**config.mk**
```make
export PLATFORM = sky130hd
export DESIGN_NAME = wb_burst_master_flat
export DESIGN_NICKNAME = d
export VERILOG_FILES = /design/src/rtl/wb_burst_master_pkg.sv /design/src/rtl/wb_burst_master_if.sv /design/src/rtl/sync_fifo.sv /design/src/rtl/wb_burst_master.sv /design/src/flat_wrapper.sv
export SDC_FILE = /design/constraint.sdc
export NUM_CORES = 1
export LEC_CHECK = 0
export ABC_AREA = 1
export BUFFER_PORTS_ARGS = -buffer_cell sky130_fd_sc_hd__buf_2
export CAP_MARGIN = 20
export CORE_ASPECT_RATIO = 1.5
export CORE_UTILIZATION = 50
export DETAILED_ROUTE_END_ITERATION = 16
export PLACE_DENSITY = 0.76
export REMOVE_ABC_BUFFERS = 1
export SLEW_MARGIN = 0
export SYNTH_ARGS = -nofsm -noshare
export SYNTH_HDL_FRONTEND = slang
export SYNTH_SLANG_ARGS = --single-unit
```
**constraint.sdc**
```tcl
create_clock -name wb_clk_i -period 3.5 [get_ports wb_clk_i]
set_input_delay 0.175 -clock wb_clk_i [delete_from_list [all_inputs] [get_ports wb_clk_i]]
set_output_delay 0.175 -clock wb_clk_i [all_outputs]
set_load 0.02 [all_outputs]
```
**src/rtl/wb_burst_master_pkg.sv**
```systemverilog
// Shared types and constants for the Wishbone burst master: FSM state encoding,
// cycle-type identifiers and the per-beat CTI selection helper.
package wb_master_pkg;

    typedef enum logic [1:0] {
        IDLE      = 2'd0,
        WAIT_DATA = 2'd1,
        BURST     = 2'd2,
        ABORT     = 2'd3
    } wbm_state_t;

    localparam logic [2:0] CTI_CLASSIC = 3'b000;
    localparam logic [2:0] CTI_INCR    = 3'b010;
    localparam logic [2:0] CTI_EOB     = 3'b111;

    // A lone beat is a classic cycle; otherwise the final beat closes the burst.
    function automatic logic [2:0] beat_cti(input logic [2:0] idx, input logic [2:0] len);
        if (len == 3'd0) return CTI_CLASSIC;
        if (idx == len)  return CTI_EOB;
        return CTI_INCR;
    endfunction

endpackage

```
**src/rtl/wb_burst_master_if.sv**
```systemverilog
// Wishbone bus between the burst master and the memory controller slave port.
interface wb_burst_master_if #(
    parameter int dw     = 32,
    parameter int APP_AW = 26
) ();

    logic              wb_cyc_o;
    logic              wb_stb_o;
    logic              wb_we_o;
    logic [APP_AW-1:0] wb_addr_o;
    logic [dw-1:0]     wb_dat_o;
    logic [dw/8-1:0]   wb_sel_o;
    logic [2:0]        wb_cti_o;
    logic              wb_ack_i;
    logic [dw-1:0]     wb_dat_i;

    modport master (
        output wb_cyc_o, wb_stb_o, wb_we_o, wb_addr_o, wb_dat_o, wb_sel_o, wb_cti_o,
        input  wb_ack_i, wb_dat_i
    );

    modport slave (
        input  wb_cyc_o, wb_stb_o, wb_we_o, wb_addr_o, wb_dat_o, wb_sel_o, wb_cti_o,
        output wb_ack_i, wb_dat_i
    );

endinterface

```
**src/rtl/sync_fifo.sv**
```systemverilog
// First-word fall-through FIFO with occupancy count; pop_n may discard several
// entries in one cycle so an aborted burst can drop its leftover beats at once.
module sync_fifo #(
    parameter int WIDTH = 36,
    parameter int DEPTH = 8,
    localparam int CW   = $clog2(DEPTH + 1),
    localparam int PW   = $clog2(DEPTH)
) (
    input  logic             clk,
    input  logic             rst,
    input  logic             push,
    input  logic [WIDTH-1:0] wdata,
    input  logic [CW-1:0]    pop_n,
    output logic [WIDTH-1:0] rdata,
    output logic [CW-1:0]    count,
    output logic             full,
    output logic             empty
);

    logic [WIDTH-1:0] mem [DEPTH];
    logic [PW-1:0]    wr_ptr;
    logic [PW-1:0]    rd_ptr;
    logic             push_ok;

    function automatic logic [PW-1:0] ptr_adv(input logic [PW-1:0] p, input logic [CW-1:0] n);
        logic [CW:0] s;
        s = (CW+1)'(p) + (CW+1)'(n);
        if (s >= (CW+1)'(DEPTH)) s = s - (CW+1)'(DEPTH);
        return s[PW-1:0];
    endfunction

    assign push_ok = push && !full;
    assign full    = (count == CW'(DEPTH));
    assign empty   = (count == '0);
    assign rdata   = mem[rd_ptr];

    always_ff @(posedge clk) begin
        if (push_ok) mem[wr_ptr] <= wdata;
    end

    always_ff @(posedge clk) begin
        if (rst) begin
            wr_ptr <= '0;
            rd_ptr <= '0;
            count  <= '0;
        end else begin
            if (push_ok) wr_ptr <= ptr_adv(wr_ptr, CW'(1));
            rd_ptr <= ptr_adv(rd_ptr, pop_n);
            count  <= count + CW'(push_ok) - pop_n;
        end
    end

endmodule

```
**src/rtl/wb_burst_master.sv**
```systemverilog
// Turns command transactions into Wishbone incrementing bursts, buffering write
// data so a write burst never stalls and streaming read data back out.
module wb_burst_master
    import wb_master_pkg::*;
#(
    parameter int dw      = 32,
    parameter int APP_AW  = 26,
    parameter int MAX_BL  = 8,
    parameter int TIMEOUT = 255
) (
    input  logic              wb_clk_i,
    input  logic              wb_rst_i,
    // cmd_* and wr_* transfer on a rising edge where valid && ready are both
    // high; rd_* is a pure valid stream with no backpressure.
    input  logic              cmd_valid,
    output logic              cmd_ready,
    input  logic              cmd_we,
    input  logic [APP_AW-1:0] cmd_addr,
    input  logic [2:0]        cmd_len,
    input  logic              wr_valid,
    output logic              wr_ready,
    input  logic [dw-1:0]     wr_data,
    input  logic [dw/8-1:0]   wr_sel,
    output logic              rd_valid,
    output logic [dw-1:0]     rd_data,
    output logic              rd_last,
    output logic              done,
    output logic              err,
    output logic              busy,
    output wbm_state_t        state_dbg,
    wb_burst_master_if.master wb
);

    localparam int CW = $clog2(MAX_BL + 1);
    localparam int TW = $clog2(TIMEOUT + 1);

    wbm_state_t          state;
    logic                is_we;
    logic [2:0]          len_q;
    logic [2:0]          beat_q;
    logic [TW-1:0]       to_cnt;

    logic [dw+dw/8-1:0]  fifo_rdata;
    logic [CW-1:0]       fifo_count;
    logic [CW-1:0]       fifo_pop_n;
    logic [CW-1:0]       remaining;
    logic                fifo_full;
    logic                fifo_empty;

    sync_fifo #(
        .WIDTH (dw + dw/8),
        .DEPTH (MAX_BL)
    ) u_wr_fifo (
        .clk   (wb_clk_i),
        .rst   (wb_rst_i),
        .push  (wr_valid),
        .wdata ({wr_sel, wr_data}),
        .pop_n (fifo_pop_n),
        .rdata (fifo_rdata),
        .count (fifo_count),
        .full  (fifo_full),
        .empty (fifo_empty)
    );

    assign cmd_ready   = (state == IDLE);
    assign busy        = (state != IDLE);
    assign state_dbg   = state;
    assign wr_ready    = !fifo_full;
    assign wb.wb_dat_o = fifo_rdata[dw-1:0];
    assign wb.wb_sel_o = fifo_rdata[dw +: dw/8];
    assign remaining   = CW'(len_q) - CW'(beat_q) + CW'(1);

    // An aborted write discards the beats it never delivered so the next
    // command starts from its own data.
    always_comb begin
        fifo_pop_n = '0;
        if (wb.wb_cyc_o && wb.wb_we_o && wb.wb_ack_i && !fifo_empty)
            fifo_pop_n = CW'(1);
        else if (state == ABORT && is_we)
            fifo_pop_n = remaining;
    end

    always_ff @(posedge wb_clk_i) begin
        if (wb_rst_i) begin
            state        <= IDLE;
            is_we        <= 1'b0;
            len_q        <= '0;
            beat_q       <= '0;
            to_cnt       <= '0;
            wb.wb_cyc_o  <= 1'b0;
            wb.wb_stb_o  <= 1'b0;
            wb.wb_we_o   <= 1'b0;
            wb.wb_addr_o <= '0;
            wb.wb_cti_o  <= CTI_CLASSIC;
            rd_valid     <= 1'b0;
            rd_data      <= '0;
            rd_last      <= 1'b0;
            done         <= 1'b0;
            err          <= 1'b0;
        end else begin
            done     <= 1'b0;
            err      <= 1'b0;
            rd_valid <= 1'b0;
            rd_last  <= 1'b0;
            case (state)
                IDLE: begin
                    if (cmd_valid) begin
                        is_we        <= cmd_we;
                        len_q        <= cmd_len;
                        beat_q       <= '0;
                        wb.wb_addr_o <= cmd_addr;
                        if (cmd_we) begin
                            state <= WAIT_DATA;
                        end else begin
                            state       <= BURST;
                            wb.wb_cyc_o <= 1'b1;
                            wb.wb_stb_o <= 1'b1;
                            wb.wb_we_o  <= 1'b0;
                            wb.wb_cti_o <= beat_cti(3'd0, cmd_len);
                            to_cnt      <= '0;
                        end
                    end
                end
                WAIT_DATA: begin
                    if (fifo_count >= CW'(len_q) + CW'(1)) begin
                        state       <= BURST;
                        wb.wb_cyc_o <= 1'b1;
                        wb.wb_stb_o <= 1'b1;
                        wb.wb_we_o  <= 1'b1;
                        wb.wb_cti_o <= beat_cti(3'd0, len_q);
                        to_cnt      <= '0;
                    end
                end
                BURST: begin
                    if (wb.wb_ack_i) begin
                        to_cnt       <= '0;
                        beat_q       <= beat_q + 3'd1;
                        wb.wb_addr_o <= wb.wb_addr_o + APP_AW'(dw / 8);
                        if (!is_we) begin
                            rd_valid <= 1'b1;
                            rd_data  <= wb.wb_dat_i;
                        end
                        if (beat_q == len_q) begin
                            state       <= IDLE;
                            wb.wb_cyc_o <= 1'b0;
                            wb.wb_stb_o <= 1'b0;
                            wb.wb_we_o  <= 1'b0;
                            wb.wb_cti_o <= CTI_CLASSIC;
                            done        <= 1'b1;
                            rd_last     <= !is_we;
                        end else begin
                            wb.wb_cti_o <= beat_cti(beat_q + 3'd1, len_q);
                        end
                    end else if (to_cnt == TW'(TIMEOUT)) begin
                        state       <= ABORT;
                        wb.wb_cyc_o <= 1'b0;
                        wb.wb_stb_o <= 1'b0;
                        wb.wb_we_o  <= 1'b0;
                        wb.wb_cti_o <= CTI_CLASSIC;
                        err         <= 1'b1;
                    end else begin
                        to_cnt <= to_cnt + TW'(1);
                    end
                end
                ABORT: state <= IDLE;
                default: state <= IDLE;
            endcase
        end
    end

endmodule

```
**src/flat_wrapper.sv**
```systemverilog
// flat-port wrapper written by rule: the top's interface ports become plain ports
module wb_burst_master_flat import wb_master_pkg::*;
#(
    parameter int dw      = 32,
    parameter int APP_AW  = 26,
    parameter int MAX_BL  = 8,
    parameter int TIMEOUT = 255
)
  (wb_clk_i, wb_rst_i, cmd_valid, cmd_ready, cmd_we, cmd_addr, cmd_len, wr_valid, wr_ready, wr_data, wr_sel, rd_valid, rd_data, rd_last, done, err, busy, state_dbg, wb_wb_cyc_o, wb_wb_stb_o, wb_wb_we_o, wb_wb_addr_o, wb_wb_dat_o, wb_wb_sel_o, wb_wb_cti_o, wb_wb_ack_i, wb_wb_dat_i);
  wb_burst_master_if #(.dw(dw), .APP_AW(APP_AW)) wb_i ();
  input  logic wb_clk_i;
  input  logic wb_rst_i;
  input  logic cmd_valid;
  output logic cmd_ready;
  input  logic cmd_we;
  input  logic [APP_AW-1:0] cmd_addr;
  input  logic [2:0] cmd_len;
  input  logic wr_valid;
  output logic wr_ready;
  input  logic [dw-1:0] wr_data;
  input  logic [dw/8-1:0] wr_sel;
  output logic rd_valid;
  output logic [dw-1:0] rd_data;
  output logic rd_last;
  output logic done;
  output logic err;
  output logic busy;
  output wbm_state_t state_dbg;
  output wire logic [$bits(wb_i.wb_cyc_o)-1:0] wb_wb_cyc_o;
  output wire logic [$bits(wb_i.wb_stb_o)-1:0] wb_wb_stb_o;
  output wire logic [$bits(wb_i.wb_we_o)-1:0] wb_wb_we_o;
  output wire logic [$bits(wb_i.wb_addr_o)-1:0] wb_wb_addr_o;
  output wire logic [$bits(wb_i.wb_dat_o)-1:0] wb_wb_dat_o;
  output wire logic [$bits(wb_i.wb_sel_o)-1:0] wb_wb_sel_o;
  output wire logic [$bits(wb_i.wb_cti_o)-1:0] wb_wb_cti_o;
  input wire logic [$bits(wb_i.wb_ack_i)-1:0] wb_wb_ack_i;
  input wire logic [$bits(wb_i.wb_dat_i)-1:0] wb_wb_dat_i;
  assign wb_wb_cyc_o = wb_i.wb_cyc_o;
  assign wb_wb_stb_o = wb_i.wb_stb_o;
  assign wb_wb_we_o = wb_i.wb_we_o;
  assign wb_wb_addr_o = wb_i.wb_addr_o;
  assign wb_wb_dat_o = wb_i.wb_dat_o;
  assign wb_wb_sel_o = wb_i.wb_sel_o;
  assign wb_wb_cti_o = wb_i.wb_cti_o;
  assign wb_i.wb_ack_i = wb_wb_ack_i;
  assign wb_i.wb_dat_i = wb_wb_dat_i;
  wb_burst_master #(.dw(dw), .APP_AW(APP_AW), .MAX_BL(MAX_BL), .TIMEOUT(TIMEOUT)) u_core (.wb_clk_i(wb_clk_i), .wb_rst_i(wb_rst_i), .cmd_valid(cmd_valid), .cmd_ready(cmd_ready), .cmd_we(cmd_we), .cmd_addr(cmd_addr), .cmd_len(cmd_len), .wr_valid(wr_valid), .wr_ready(wr_ready), .wr_data(wr_data), .wr_sel(wr_sel), .rd_valid(rd_valid), .rd_data(rd_data), .rd_last(rd_last), .done(done), .err(err), .busy(busy), .state_dbg(state_dbg), .wb(wb_i));
endmodule
```
==> impl_metrics.ini <==
[global_route]
track_usage_pct = 22.2
grt-ovfl-total = 0
grt_max_degree = 79
grt_pass1_wl_um = 58500
antenna_found_initial = 1
grt_pass1_vias = 12100

[logic_synthesis]
yosysTopAreaCell = edfxtp_1
yosysWarningCount = 0
async_reset_ff_share_pct = 0
yosysMostFrequentCell = nor2_1
avgSynthCellArea_um2 = 10.3
ys_ff_latch = 381
synth_top_area_share_pct = 53.2
synth_edf_count = 288
yosys.cell_types.count = 49
synth_ff_type = edfxtp_1
synth_area_leaders = edfxtp_1 (53%), dfxtp_1 (11%), nor2_1 (9.6%), o21ai_0 (5.7%), nand2_1 (3.9%)
synth-seq-area-share_pct = 64.7
syn_inst = 1575
netlist_area_um2 = 16200
netlist_top_cells_count = nor2_1 (414), edfxtp_1 (288), o21ai_0 (186)

[clock_tree]
postCtsSetupRepairBufs = 0
root_buffer = clkbuf_16
cts_resized = 0
hold_buffers = 80
path_clk_slew_ps = 60
clockBufferDepth = 3
cts_tree = yes
htreeDepth = 2
cts.sinks = 381
cts_buffers = 36
clock_latency_ps = 520

[worst_setup_path]
worstReg2RegStart = u_core.len_q[1]$_SDFFE_PP0P_
timing.rr.end = u_core.u_wr_fifo.count[3]$_SDFF_PP0_
critPathMaxStageDelay_ps = 400
path_cells = inv_1 > ha_1 > inv_1 > ha_1 > inv_1 > fa_1 > nor2_1 > inv_1 > ha_1 > ha_1 > a21oi_1 > nand2_1 > xnor2_1 > o21ai_0 > a21oi_1
worst_path_max_delay_cell = fa_1
cp.arrival_ps = 3440
startpoint_type = register
cp_max_fo = 4
worstPathRequired_ps = 3950
r2r_setup_slack_ps = 500
worst_r2r_path_depth = 15
crit_type = register to register
endpoint_kind = register
setup.worst_path.start = u_core.len_q[1]$_SDFFE_PP0P_

[detailed_routing]
finalWirelength_um = 37300
wl_per_cell_um = 16.3
vias_per_cell = 5.44
vias = 12400
first_pass_iters = 5
remaining_drc_errors = 0
postRouteAntennaNets = 0
drtIter0Drc = 702

[hold_path]
min_to = u_core.wb.wb_addr_o[17]$_SDFFE_PP0P_
hp-class = primary input to register
whs_path_depth = 5
min_from = cmd_addr[17]

[placement]
dpl_cell_area_um2 = 17700
port_buffers = 211
post-dp-hpwl_um = 21400
routabilityCongestion = 0.885

[floorplan]
die_x_um = 149
start_util_pct = 50.9
row_count = 80
die_h_um = 223
ios = 212
dieArea_um2 = 33200
coreArea_um2 = 31900

[cells_and_area]
drive_above_1_share_pct = 18.5
areaGrowthSynthToFinish_pct = 21.1
fillCellCount = 2468
nNetsFinal = 1976
stdcell_area_um2 = 19700
diodes = 0

[job]
maxCapViolations = 0

[timing]
hold_viol_final = 0
maxSlewViolCount = 0
rsz0062_at_grt = false
fin_worst_skew_ps = 14.9
fmax_mhz = 334
setup_viol = 0
slew_headroom_pct = 42.2
tightest_slew_ps = 867
post-route-period-util_pct = 85.6
tns_ps = 0
fin_crit_ps = 3000

[run_status]
status = finished, final reports clean

[pwr]
vdd_drop_max_mv = 0.568
power_density_nw_per_um2 = 646
p_leak_nw = 7.60
-- power breakdown --
group	switching, mW	total [mW]	internal, mW	leakage [nW]
registers	0.281	5.59	5.31	3.37
clock network	1.65	3.85	2.20	0.556
logic	2.17	3.27	1.10	3.67
total	4.10	12.7	8.61	7.60
-- flip-flops by register name, summed over array words and instances (netlist names), 2 cells and up --
register / flops
u_core.u_wr_fifo.mem: 288
u_core.rd_data: 32
u_core.wb.wb_addr_o: 26
u_core.to_cnt: 8
u_core.u_wr_fifo.count: 4
u_core.beat_q: 3
u_core.len_q: 3
u_core.u_wr_fifo.rd_ptr: 3
u_core.u_wr_fifo.wr_ptr: 3
u_core.state_dbg: 2
u_core.wb.wb_cti_o: 2
-- cells by family (layout without fill, tap and decap cells) --
logic type,count (synthesis),count (layout),synth area share (%)
simple gates,661,661,16.6
flops,381,381,64.7
compound gates,334,334,11.4
buf+inv,160,456,4.34
fa+ha+maj,29,29,2.37
xor+xnor,10,10,0.539
-- per-layer routing --
layer | global-route usage [%] | wire, um
met5 | 0 | 10
met4 | 8.20 | 880
met3 | 3.45 | 2020
met2 | 41.5 | 19800
met1 | 25.0 | 14500
-- worst max path at each step --
stage                                           endpoint  slack (ps)  depth (start not counted)
finish              u_core.u_wr_fifo.count[3]$_SDFF_PP0_         500                         15
global route        u_core.u_wr_fifo.count[3]$_SDFF_PP0_         260                         15
CTS                 u_core.u_wr_fifo.count[3]$_SDFF_PP0_         530                         15
detailed placement  u_core.u_wr_fifo.count[3]$_SDFF_PP0_         520                         15
global placement    u_core.u_wr_fifo.count[3]$_SDFF_PP0_         590                         15
floorplan                                 wb_wb_dat_o[0]       -1860                          5
-- worst max-delay path, delay by kind of cell, from the launching register on --
| family | cells | cell delay, ps |
|---|---|---|
| and+or+nand+nor | 2 | 190 |
| AOI/OAI and AO/OA | 3 | 370 |
| buffers and inverters | 4 | 280 |
| xor gates and xnor gates | 1 | 170 |
| adders and majority gates | 5 | 1520 |
| DFF | 1 | 390 |
-- area by class of cell --
class                           count  area [um^2]  share of cell area (%)
Clock buffer                       40          916                    4.65
Multi-Input combinational cell   1034         5090                    25.9
Inverter                           79          305                    1.55
Tap cell                          410          513                    2.61
Timing Repair Buffer              312         2090                    10.6
Sequential cell                   381        10500                    53.4
Clock inverter                     25          245                    1.25
-- metrics by stage --
| step | util, % | setup WS (ps) | total power [mW] | std cells | hold slack [ps] |
|---|---|---|---|---|---|
| finish | 61.6 | 504 | 12.7 | 2281 | 27.5 |
| floorplan | - | -1860 | 7.82 | 1494 | 237 |
| detailed placement | 55.5 | 518 | 8.87 | 2136 | 404 |
| global placement | 55.5 | 590 | 8.78 | 2136 | 397 |
| CTS | 61.6 | 528 | 12.8 | 2281 | 4.89 |
| global route | 61.6 | 263 | 13.4 | 2281 | 16.5 |
-- cells in the final DEF (no fill, tap or decap), drive strengths merged, types with 8 or more instances in the layout --
cell and instances:
nor2 420, edfxtp 288, buf 232, o21ai 206, nand2 181, dfxtp 93
dlygate4sd3 80, inv 77, a21oi 44, clkbuf 40, a31oi 38, nand3 37
o22ai 36, ha 26, clkinv 18, nor3 8
No activity file was read; power rests on OpenSTA's default activity.
